## src/rtl/dma_word_ctrl.sv

```systemverilog
// Word-count / termination side of an Am2940-style DMA generator: latches a
// word count, counts transfer strobes in one of four modes and flags DONE.
module dma_word_ctrl #(
  parameter int W = 8
) (
  input  logic         clk,
  input  logic         res,
  input  logic [W-1:0] di,
  input  logic         ld_wcr,
  input  logic [1:0]   mode,
  input  logic         start,
  input  logic         xfer,
  input  logic [W-1:0] addr,
  output logic [W-1:0] wc_o,
  output logic [W-1:0] wcr_o,
  output logic         busy,
  output logic         done,
  output logic         tc
);

  typedef enum logic [1:0] {S_IDLE, S_RUN, S_DONE} state_t;

  state_t       state_q, state_d;
  logic [W-1:0] wc_q, wc_d;
  logic [W-1:0] wcr_q, wcr_d;
  logic [1:0]   mode_q, mode_d;
  logic         tc_q, tc_d;
  logic [W-1:0] wc_inc, wc_dec;
  logic         term;

  assign wc_inc = wc_q + 1'b1;
  assign wc_dec = wc_q - 1'b1;

  // Terminal condition for an xfer seen in RUN, evaluated against the current WCR.
  always_comb begin
    term = 1'b0;
    case (mode_q)
      2'b00:   term = (wc_dec == '0);
      2'b01:   term = (wc_inc == wcr_q);
      2'b10:   term = (addr == wcr_q);
      default: term = (wc_q == {W{1'b1}});
    endcase
  end

  always_comb begin
    state_d = state_q;
    wc_d    = wc_q;
    wcr_d   = ld_wcr ? di : wcr_q;
    mode_d  = mode_q;
    tc_d    = 1'b0;
    if (start) begin
      // Init and zero-length check use the pre-load WCR.
      mode_d = mode;
      wc_d   = (mode == 2'b00 || mode == 2'b11) ? wcr_q : '0;
      if (wcr_q == '0 && !mode[1]) begin
        state_d = S_DONE;
        tc_d    = 1'b1;
      end else begin
        state_d = S_RUN;
      end
    end else if (state_q == S_RUN && xfer) begin
      wc_d = (mode_q == 2'b00) ? wc_dec : wc_inc;
      if (term) begin
        state_d = S_DONE;
        tc_d    = 1'b1;
      end
    end
  end

  always_ff @(posedge clk) begin
    if (res) begin
      state_q <= S_IDLE;
      wc_q    <= '0;
      wcr_q   <= '0;
      mode_q  <= 2'b00;
      tc_q    <= 1'b0;
    end else begin
      state_q <= state_d;
      wc_q    <= wc_d;
      wcr_q   <= wcr_d;
      mode_q  <= mode_d;
      tc_q    <= tc_d;
    end
  end

  assign wc_o  = wc_q;
  assign wcr_o = wcr_q;
  assign busy  = (state_q == S_RUN);
  assign done  = (state_q == S_DONE);
  assign tc    = tc_q;

endmodule
```

## config.mk

```make
export PLATFORM = sky130hd
export DESIGN_NAME = dma_word_ctrl
export DESIGN_NICKNAME = d
export VERILOG_FILES = /design/src/rtl/dma_word_ctrl.sv
export SDC_FILE = /design/constraint.sdc
export NUM_CORES = 1
export LEC_CHECK = 0
export CORE_MARGIN = 10
export CORE_UTILIZATION = 49
export DETAILED_ROUTE_END_ITERATION = 7
export MAX_ROUTING_LAYER = met4
export PLACE_DENSITY = 0.8
export SYNTH_ARGS = -nofsm -noshare
export SYNTH_HDL_FRONTEND = slang
export SYNTH_SLANG_ARGS = --single-unit
```

## constraint.sdc

```tcl
create_clock -name clk -period 2.7 [get_ports clk]
set_input_delay 0.405 -clock clk [delete_from_list [all_inputs] [get_ports clk]]
set_output_delay 0.405 -clock clk [all_outputs]
set_load 0.005 [all_outputs]
```

==> results by group, run 1 <==
Outcome
  – Outcome: complete, no violations

Yosys
  – Mapped Area: around 1700 um2
  – Syn_area_per_cell: around 8.4 um2
  – Register bit count reported by yosys: 21
  – Synth warnings: 0
  – Synth area leaders: dfxtp_1 25%, mux2i_1 7.7%, xnor2_1 5.7%
  – Synth unique cells: 52
  – Post-synth EDFFs: 0
  – Synth Instances: 200
  – Sequential-to-total area share from yosys stat: between 20% and 30%
  – Asr flop ratio synth: 0%
  – Synth Flop Type: dfxtp_1
  – Post-synth top area share: roughly a quarter
  – Leading area contributor after synthesis: dfxtp_1
  – Net Count, Synth: about 230

STA
  – Slew Limit Headroom: approximately 56%
  – RSZ-0062 raised after global routing: false
  – Period utilization: around nine tenths
  – Final min period: between 2000 and 2500 ps
  – FMAX: between 400 and 500 MHz
  – Hold Vio Cnt, Final: 0
  – Final setup violation count: 0
  – Final Max Tran Viols: 0
  – Worst slew pin tran: around 660 ps
  – Fin Setup TNS: 0 ps
  – Final clock skew: 1.67 ps
  – Hold WS: roughly 550 ps

GRT
  – Global-route wire length before repair: approximately 7700 um
  – Pin count of the biggest net entering global routing: 19
  – Initial antenna violation count: 0
  – Vias in the first global route: between 1.5k and 2k
  – GRT Total Usage: 15.4%
  – Grt ovf: 0

Clock network
  – Clk_lat worst skew: approximately 320 ps
  – Post-CTS Setup Bufs: 0
  – Post-cts resize count: 0
  – Clk Tree Root Cell: clkbuf_4
  – Post-CTS Hold Fix Bufs: 0
  – CTS tree: done
  – # clock sinks: 21
  – TritonCTS Buffers: 3
  – CTS H-tree lvls: 1
  – Max clock buf depth: 2
  – Clk slew on worst S/H paths: roughly 120 ps

Detailed routing
  – Average wire per standard cell: about 16 um
  – Antenna viol nets, final: 0
  – Via Count: between 1.5k and 2k
  – WL met1: between 2000 and 2500 um
  – DR top layer: met4
  – Residual DRC: 0
  – Pre-antenna DRT Iters: 4
  – DR vias/cell: 5.72
  – Iter 0 DRT Violations: roughly 250
  – Final WL: between 4000 and 5000 um
  – DR WL met2: 2260 um
  – Routed wl met3: ~240 um

Place
  – Final HPWL DP: roughly 3500 um
  – Total placed cells including tap cells: 275
  – Placer congestion estimate: between 0.8 and 0.9
  – Port Buffer Count: 41

Die
  – Core Region: around 3300 um2
  – Die Area: 6190 um2
  – # rows: 21
  – Die Width: 78.7 um
  – Die span in y: around 79 um
  – # IOs: 42
  – Starting Density: 50.5%

Pwr
  – Sw power: between 200 and 300 uW
  – Int Pwr: about 530 uW
  – Gate power share: 32.3%
  – Peak VDD IR: between 200 and 250 uV
  – Clock share of power: roughly a fifth
  – Sw Share: around a third
  – Pwr/cell area: about 370 nW/um2
  – Seq pwr share: between 40% and 50%
  – LEAKAGE: roughly 0.82 nW

Cells and area
  – Final cell count without fillers: between 200 and 300
  – Area Growth Syn to Fin: 25.7%
  – Share of cells above drive strength 1: under 10%
  – # diodes: 0
  – Fin nets: roughly 260
  – Final core utilization: 63.6%

Worst setup path
  – Critical Path Source Type: register
  – Data required time of the critical path: 2930 ps
  – Worst Path Arrival: 2620 ps
  – Crit-path max FO: 17
  – Worst setup path class: reg -> reg
  – CP endpoint kind: register

Hold path
  – HP Class: reg -> reg

Run
  – Max-capacitance violation count: 0
-- synth_stat cells (2+ instances only) --
cell type  count
xor2_1         6
buf_6          2
dfxtp_1       21
nand2_1       11
and3_1         3
nand2b_1       3
and4bb_1       2
nor4_4         2
inv_1          7
and2b_1        2
o32ai_1        3
buf_2          9
clkbuf_1       4
nand3_2        2
o41ai_1        2
nor4_1         3
nor2b_1        2
o21ai_1        3
nand4b_1       2
a22oi_1        8
nand3b_1       2
a21oi_1        7
nor2_1        24
xnor2_1       11
nor3_1         7
a41oi_1        2
mux2i_1       13
o21ai_0        3
and3b_1        2
ha_1           6
a31oi_1        5
-- routing by layer --
layer  GRT usage [%]  vias to the layer above
met2            25.1                       44
met1            19.5                      757
met5               -                        -
li1                -                      790
met3            3.19                        6
met4            2.69                        0
-- placed cells by master, fill, tap and decap left out, types with 4 or more instances in the layout --
cell             instances
inv_1                    7
clkdlybuf4s50_1         41
ha_1                     6
a31oi_1                  5
a21oi_1                  7
nand2_1                 11
buf_4                    4
xnor2_1                 11
mux2i_1                 13
xor2_1                   6
a22oi_1                  8
nor2_1                  24
dfxtp_1                 21
nor3_1                   7
-- cell type report --
class,instances,area (um2)
clock buffers,4,26.3
flip-flops and latches,21,420
well taps,46,57.6
fillers,310,1220
inverters,7,26.3
repair buffers,45,440
multi-input cells,156,1150
-- per-stage QoR --
step	setup slack, ps	instance area, um2	power [mW]
after global placement	433	2090	0.617
after global routing	55.9	2120	0.820
after detailed placement	357	2090	0.620
after CTS	322	2120	0.782
after floorplan	607	1690	0.523
final	308	2120	0.776
-- power groups by stage --
| stage | Sequential (mW) | Clock [mW] | Combinational [mW] |
|---|---|---|---|
| floorplan | 0.352 | 0 | 0.171 |
| global route | 0.368 | 0.176 | 0.275 |
| finish | 0.364 | 0.162 | 0.251 |
| CTS | 0.364 | 0.167 | 0.251 |
| global placement | 0.371 | 0 | 0.246 |
| detailed placement | 0.371 | 0 | 0.249 |
-- critical path: stages (launching register included) --
cell and delay, ps:
dfxtp_1 350, inv_1 80, ha_1 560, and2b_1 270
a22oi_1 190, a21oi_1 140, nor4_4 290, o2111ai_2 190
a31o_1 240
-- cells by family after synthesis --
kind of cell | after synthesis | synth area share [%]
simple gates | 78 | 28.9
compound gates | 41 | 17.0
buf+inv | 23 | 6.90
flops | 21 | 24.9
xor+xnor | 17 | 8.83
mux | 14 | 9.05
fa+ha+maj | 6 | 4.45
-- path summary, 6_finish.rpt --
kind	start	endpoint	slack, ps	cells past startpoint
setup / recovery	mode_q[0]	state_q[0]	310	8
hold reg to reg	mode_q[0]	mode_q[0]	550	2
hold / removal	mode_q[0]	mode_q[0]	550	2
setup reg to reg	mode_q[0]	state_q[0]	310	8
-- sequential cells by signal, summed over array words and instances (netlist names) --
| name | cells |
|---|---|
| state_q | 2 |
| wc_o | 8 |
| mode_q | 2 |
| tc | 1 |
| wcr_o | 8 |
Note: power is estimated with default switching activity, not from simulation.
==> run 2: changes to the inputs <==
ABC_AREA = 1   (was not set)
==> run 2 against run 1 <==
Compared with the run above:
- utilization up 2.6 points
- register-to-register slack better by 210 ps
- setup slack better by 210 ps
- power about the same
- count of clock-buffer cells in the layout down 1
- via count up 10%
- worst hold slack worse by 19 ps
- critical path depth up 7
- routed wire length down 1.7%
- die area down 3.1%
- flip-flop and latch count unchanged
- critical path type unchanged
- critical endpoint is now state_q[1]
- highest routed layer unchanged
==> results by group, run 2 <==
Outcome
  – Outcome: complete, no violations

Cells and area
  – # diodes: 0 (unchanged)
  – Most common cell after layout, fill and taps aside: nand2_1
  – FF+latch area: 420 um2 (unchanged)
  – Final cell count without fillers: 336 (+20%)
  – Multi-input combinational cell area: 1020 um2 (-11%)
  – Share of cells above drive strength 1: 8.90% (+2.0 points)
  – Fill cell count: 291 (-6.1%)
  – Fin nets: 322 (+22%)
  – Area Growth Syn to Fin: 26.9%
  – Commonest cells after routing, fill and taps aside: 71 x nand2_1, 41 x clkdlybuf4s50_1, 26 x inv_1

STA
  – Final Max Tran Viols: 0 (unchanged)
  – Slew Limit Headroom: 65.8% (+9.6 points)
  – FMAX: 459 MHz (+9.8%)
  – Final min period: 2180 ps (-213 ps)
  – RSZ-0062 raised after global routing: false
  – Final clock skew: 6.11 ps (+4.44 ps)
  – Period utilization: 80.7% (-7.9 points)
  – Hold WS: 533 ps (-19.0 ps)
  – Final setup violation count: 0 (unchanged)
  – Fin Setup TNS: 0 ps (unchanged)
  – Hold Vio Cnt, Final: 0 (unchanged)
  – Worst slew pin tran: 511 ps (-145 ps)

Hold path
  – Hold path depth: 2 (unchanged)
  – HP Class: reg -> reg

GRT
  – Global-route wire length before repair: 7870 um (+2.2%)
  – GRT Total Usage: 15.6% (+0.20 points)
  – Initial antenna violation count: 0 (unchanged)
  – Vias in the first global route: 1,720 (+10%)
  – Met1 global-route usage: 20.1% (+0.63 points)
  – Pin count of the biggest net entering global routing: 16 (-3)
  – Met2 Usage GRT: 24.9% (-0.17 points)
  – Global Route met3 Usage: 2.53% (-0.65 points)
  – Grt ovf: 0 (unchanged)
  – GR peak layer: met2

Pwr
  – Seq pwr share: 46.7% (-0.2 points)
  – Sw power: 272 uW (+8.4%)
  – Clock share of power: 20.6% (-0.2 points)
  – Sw Share: 35.1% (+2.7 points)
  – Gate power share: 32.7% (+0.4 points)
  – LEAKAGE: 0.889 nW (+8.0%)
  – Pwr/cell area: 378 nW/um2 (+3.3%)
  – Int Pwr: 504 uW (-4.1%)
  – Peak VDD IR: 252 uV (+10%)

Worst setup path
  – Critical Path Source Type: register
  – CP endpoint kind: register
  – Worst R2R Path Depth: 15 (+7)
  – Data required time of the critical path: 2970 ps (+40 ps)
  – Worst setup path class: reg -> reg
  – Crit-path max FO: 12 (-5)
  – Worst Path Arrival: 2450 ps (-170 ps)

Yosys
  – Synth unique cells: 31 (-40%)
  – Leading cell types by count after synthesis: 71 x nand2_1, 26 x inv_1, 22 x nand3_1, 21 x dfxtp_1, 21 x nor2_1
  – Asr flop ratio synth: 0% (unchanged)
  – Sequential-to-total area share from yosys stat: 26.0% (+1.1 points)
  – Register bit count reported by yosys: 21 (unchanged)
  – Post-synth top area share: 26.0% (+1.1 points)
  – Synth warnings: 0 (unchanged)
  – Post-synth EDFFs: 0 (unchanged)
  – Count leader, synth: nand2_1
  – Net Count, Synth: 284 (+24%)
  – Synth area leaders: dfxtp_1 26%, nand2_1 16%, nand3_1 6.8%
  – Mapped Area: 1620 um2 (-4.2%)
  – Synth Instances: 255 (+28%)
  – Synth Flop Type: dfxtp_1
  – Syn_area_per_cell: 6.34 um2 (-25%)
  – Leading area contributor after synthesis: dfxtp_1

Die
  – Core Region: 3100 um2 (-7.0%)
  – Die Width: 77.4 um (-1.6%)
  – Die Area: 6000 um2 (-3.1%)
  – # rows: 20 (-4.8%)
  – Die span in y: 77.4 um (-1.6%)
  – # IOs: 42 (unchanged)
  – Starting Density: 52.1% (+1.6 points)

Clock network
  – CTS H-tree lvls: 1 (unchanged)
  – TritonCTS Buffers: 3 (unchanged)
  – Clk_lat worst skew: 310 ps (about the same)
  – Clk slew on worst S/H paths: 130 ps (about the same)
  – Post-cts resize count: 0 (unchanged)
  – Clk Tree Root Cell: clkbuf_4
  – CTS tree: done
  – # clock sinks: 21 (unchanged)
  – Post-CTS Hold Fix Bufs: 0 (unchanged)
  – Max clock buf depth: 2 (unchanged)
  – Post-CTS Setup Bufs: 0 (unchanged)

Detailed routing
  – Antenna viol nets, final: 0 (unchanged)
  – Iter 0 DRT Violations: 152 (-39%)
  – DR vias/cell: 5.24 (-8.5%)
  – Average wire per standard cell: 13.5 um (-18%)
  – Final WL: 4520 um (-1.7%)
  – Pre-antenna DRT Iters: 4 (unchanged)
  – Via Count: 1,760 (+10%)
  – Residual DRC: 0 (unchanged)

Place
  – Total placed cells including tap cells: 332 (+21%)
  – Placer congestion estimate: 0.880 (+1.4%)
  – Final HPWL DP: 3610 um (+3.1%)
  – Port Buffer Count: 41 (unchanged)

Run
  – Max-capacitance violation count: 0 (unchanged)
==> run 2: cell count changes in the layout (fill, tap and decap cells not counted), moves of 5 or more <==
cell / change
a21oi_1: +8
a22oi_1: -7
inv_1: +19
mux2i_1: -13
nand2_1: +60
nand2_2: +6
nand3_1: +21
nand4_1: +5
nor3_1: -7
o211ai_1: +5
o21ai_0: +13
xnor2_1: -11
==> run 2: path summary, 6_finish.rpt <==
check             start         end  slack [ps]
max           mode_q[0]  state_q[1]         520
min          state_q[1]  state_q[1]         530
max reg2reg   mode_q[0]  state_q[1]         520
min reg2reg  state_q[1]  state_q[1]         530
==> run 2: stage by stage <==
stage / total power, mW / instance area (um2) / setup slack [ps] / util [%]
after global placement: 0.620 / 2020 / 576 / 65.2
after global routing: 0.823 / 2050 / 279 / 66.1
after detailed placement: 0.622 / 2020 / 554 / 65.2
final: 0.776 / 2050 / 521 / 66.1
after floorplan: 0.518 / 1620 / 881 / -
after CTS: 0.779 / 2050 / 512 / 66.1
==> run 2: per-layer routing <==
metal	part of all wire, %	vias to the layer above
met5	0	-
met4	0.86	0
met2	45	61
met3	5.9	5
li1	-	918
met1	48	776
==> run 2: kinds of logic after synthesis <==
logic type	share of synthesized area (%)
xor gates and xnor gates	1.08
AOI/OAI and AO/OA	16.6
buffers and inverters	10.8
adders and majority gates	4.64
and+or+nand+nor	40.8
DFF	26.0
==> run 2: critical path, stage by stage (launching register included) <==
cell     delay [ps]
dfxtp_1         340
inv_1           100
ha_1            390
inv_2           200
or2_2           310
nand3_1          80
nand2_1          50
nor2_1          110
nand2_1          60
nor2_1           90
nand2_1          60
nand2_1          70
nand2_2          60
nand2_2          70
nand3_2          80
nand2_1          80
==> run 2: cell type report <==
class | count | area share (%)
Sequential cell | 21 | 20.5
Timing Repair Buffer | 41 | 20.0
Clock inverter | 1 | 0.244
Multi-Input combinational cell | 195 | 49.8
Inverter | 31 | 5.73
Tap cell | 44 | 2.68
Clock buffer | 3 | 1.10
==> run 2: power by group through the flow <==
| stage | clock network, mW | logic [mW] | registers [mW] |
|---|---|---|---|
| floorplan | 0 | 0.159 | 0.358 |
| finish | 0.160 | 0.253 | 0.362 |
| global route | 0.166 | 0.290 | 0.367 |
| detailed placement | 0 | 0.253 | 0.369 |
| CTS | 0.163 | 0.255 | 0.362 |
| global placement | 0 | 0.251 | 0.368 |
==> run 3: changes to the inputs <==
CORE_UTILIZATION = 44   (was 49)
PLACE_DENSITY = 0.76   (was 0.8)
clock period = 1.95 ns   (was 2.7 ns; I/O delays follow)
==> run 3 against run 2 <==
Compared with the run above:
- via count grew 3.0%
- routed wire length increased by 6.8%
- cell area up 9.4%
- flip-flop and latch count is the same
- critical endpoint unchanged
- largest power group unchanged
==> results by group, run 3 (synthesis gave the netlist of run 2 again) <==
Outcome
  – Outcome: complete, no violations

Die
  – Die Area: 6500 um2 (+8.4%)
  – Die Width: 80.6 um (+4.1%)
  – Core Region: 3440 um2 (+11%)
  – # rows: 21 (+5.0%)
  – Starting Density: 47.0% (-5.1 points)
  – # IOs: 42 (unchanged)
  – Die span in y: 80.6 um (+4.1%)

STA
  – Final clock skew: 3.90 ps (-2.21 ps)
  – Final Max Tran Viols: 0 (unchanged)
  – Period utilization: 90.2% (+9.5 points)
  – Hold Vio Cnt, Final: 0 (unchanged)
  – Final setup violation count: 0 (unchanged)
  – Final WS setup: 190 ps (-330 ps)
  – Fin Setup TNS: 0 ps (unchanged)
  – FMAX: 568 MHz (+24%)
  – Hold WS: 519 ps (-14.2 ps)
  – Worst slew pin tran: 499 ps (-12.0 ps)
  – Final min period: 1760 ps (-420 ps)
  – Slew Limit Headroom: 66.6% (+0.80 points)

Pwr
  – LEAKAGE: 0.984 nW (+11%)
  – Pwr/cell area: 537 nW/um2 (+42%)
  – Overall Power: 1.21 mW (+55%)
  – Peak VDD IR: 315 uV (+25%)

Cells and area
  – Commonest cells after routing, fill and taps aside: 71 x nand2_1, 41 x clkdlybuf4s50_1, 25 x inv_1
  – Fin nets: 339 (+5.3%)
  – Final cell count without fillers: 355 (+5.7%)
  – Area Growth Syn to Fin: 38.9%
  – Final core utilization: 65.2% (-0.92 points)
  – Share of cells above drive strength 1: 17.5% (+8.6 points)
  – # diodes: 0 (unchanged)
  – Most common cell after layout, fill and taps aside: nand2_1
  – Layout Cell Area excl Fill: 2240 um2 (+9.4%)

Clock network
  – # clock sinks: 21 (unchanged)
  – Clk slew on worst S/H paths: 80 ps (-50 ps)
  – TritonCTS Buffers: 3 (unchanged)
  – CTS tree: done
  – Post-CTS Hold Fix Bufs: 0 (unchanged)
  – Clk_lat worst skew: 260 ps (-50 ps)
  – Clk Tree Root Cell: clkbuf_8
  – CTS H-tree lvls: 1 (unchanged)
  – Max clock buf depth: 2 (unchanged)

Detailed routing
  – DR vias/cell: 5.10 (-2.6%)
  – Via Count: 1,812 (+3.0%)
  – Pre-antenna DRT Iters: 5 (+1)
  – Final WL: 4830 um (+6.8%)
  – Average wire per standard cell: 13.6 um (+1.1%)
  – Residual DRC: 0 (unchanged)
  – Antenna viol nets, final: 0 (unchanged)
  – Iter 0 DRT Violations: 149 (-2.0%)

GRT
  – Grt ovf: 0 (unchanged)
  – Vias in the first global route: 1,708 (-0.70%)
  – Initial antenna violation count: 0 (unchanged)
  – Pin count of the biggest net entering global routing: 16 (unchanged)
  – GRT Total Usage: 15.0% (-0.63 points)
  – Global-route wire length before repair: 7800 um (-0.95%)

Worst setup path
  – Data required time of the critical path: 2160 ps (-810 ps)
  – CP endpoint kind: register
  – Critical Path Source Type: register
  – R2R Setup Slk: 190 ps (-330 ps)
  – Worst setup path class: reg -> reg
  – Crit-path max FO: 4 (-8)
  – Worst Path Arrival: 1970 ps (-480 ps)

Place
  – Final HPWL DP: 3880 um (+7.8%)
  – Total placed cells including tap cells: 349 (+5.1%)
  – Port Buffer Count: 41 (unchanged)
  – Pre-CTS WS: 99.0 ps (-455 ps)
  – Placer congestion estimate: 0.926 (+5.2%)
  – Post-Place Cell Area: 2140 um2 (+5.7%)

Run
  – Max-capacitance violation count: 0 (unchanged)

Hold path
  – HP Class: reg -> reg
## run 3: changes by cell type in the layout (fill, tap and decap cells not counted), sizes merged
cell	before	now
clkbuf	3	4
clkinv	3	2
buf	0	17
## run 3: final timing paths
check,startpoint,endpoint,cells after the start
setup / recovery,wc_o[0],state_q[1],12
hold / removal,wcr_o[7],wc_o[7],2
setup reg to reg,wc_o[0],state_q[1],12
hold reg to reg,wcr_o[7],wc_o[7],2
## run 3: report_power, final
group	total [mW]	internal (mW)	switching, mW
sequential	0.494	0.458	0.0356
combinational	0.416	0.205	0.211
clock	0.296	0.146	0.151
total	1.21	0.809	0.397
## run 3: critical path, stage by stage (launching register included)
cell and delay (ps):
dfxtp_2 350, buf_4 150, nor3_2 250, nand3_2 140, o21ai_0 170, nand2_1 100, nor2_1 120, a21oi_1 70
nand2_1 80, nand2_2 60, nand2_2 70, nand3_2 60, nand2_1 70
## run 3: layout make-up
class                      count  area, um2
clock buffer                   4       45.0
fill                         318       1200
inverter                      31        118
multi-input combinational    195       1060
sequential                    21        430
tap                           46       57.6
timing repair buffer          58        538
## run 3: timing repair
action | 4_1_cts | 5_1_grt
setup endpoints to repair | 0 | 3
buffers inserted | 0 | 2
resized for setup | 0 | 14
## run 3: layer usage
metal  routed length [um]  track usage, %
met1                 2300            19.0
met2                 2160            23.6
met3                  337            3.79
met4                   38            2.82
met5                    0               -
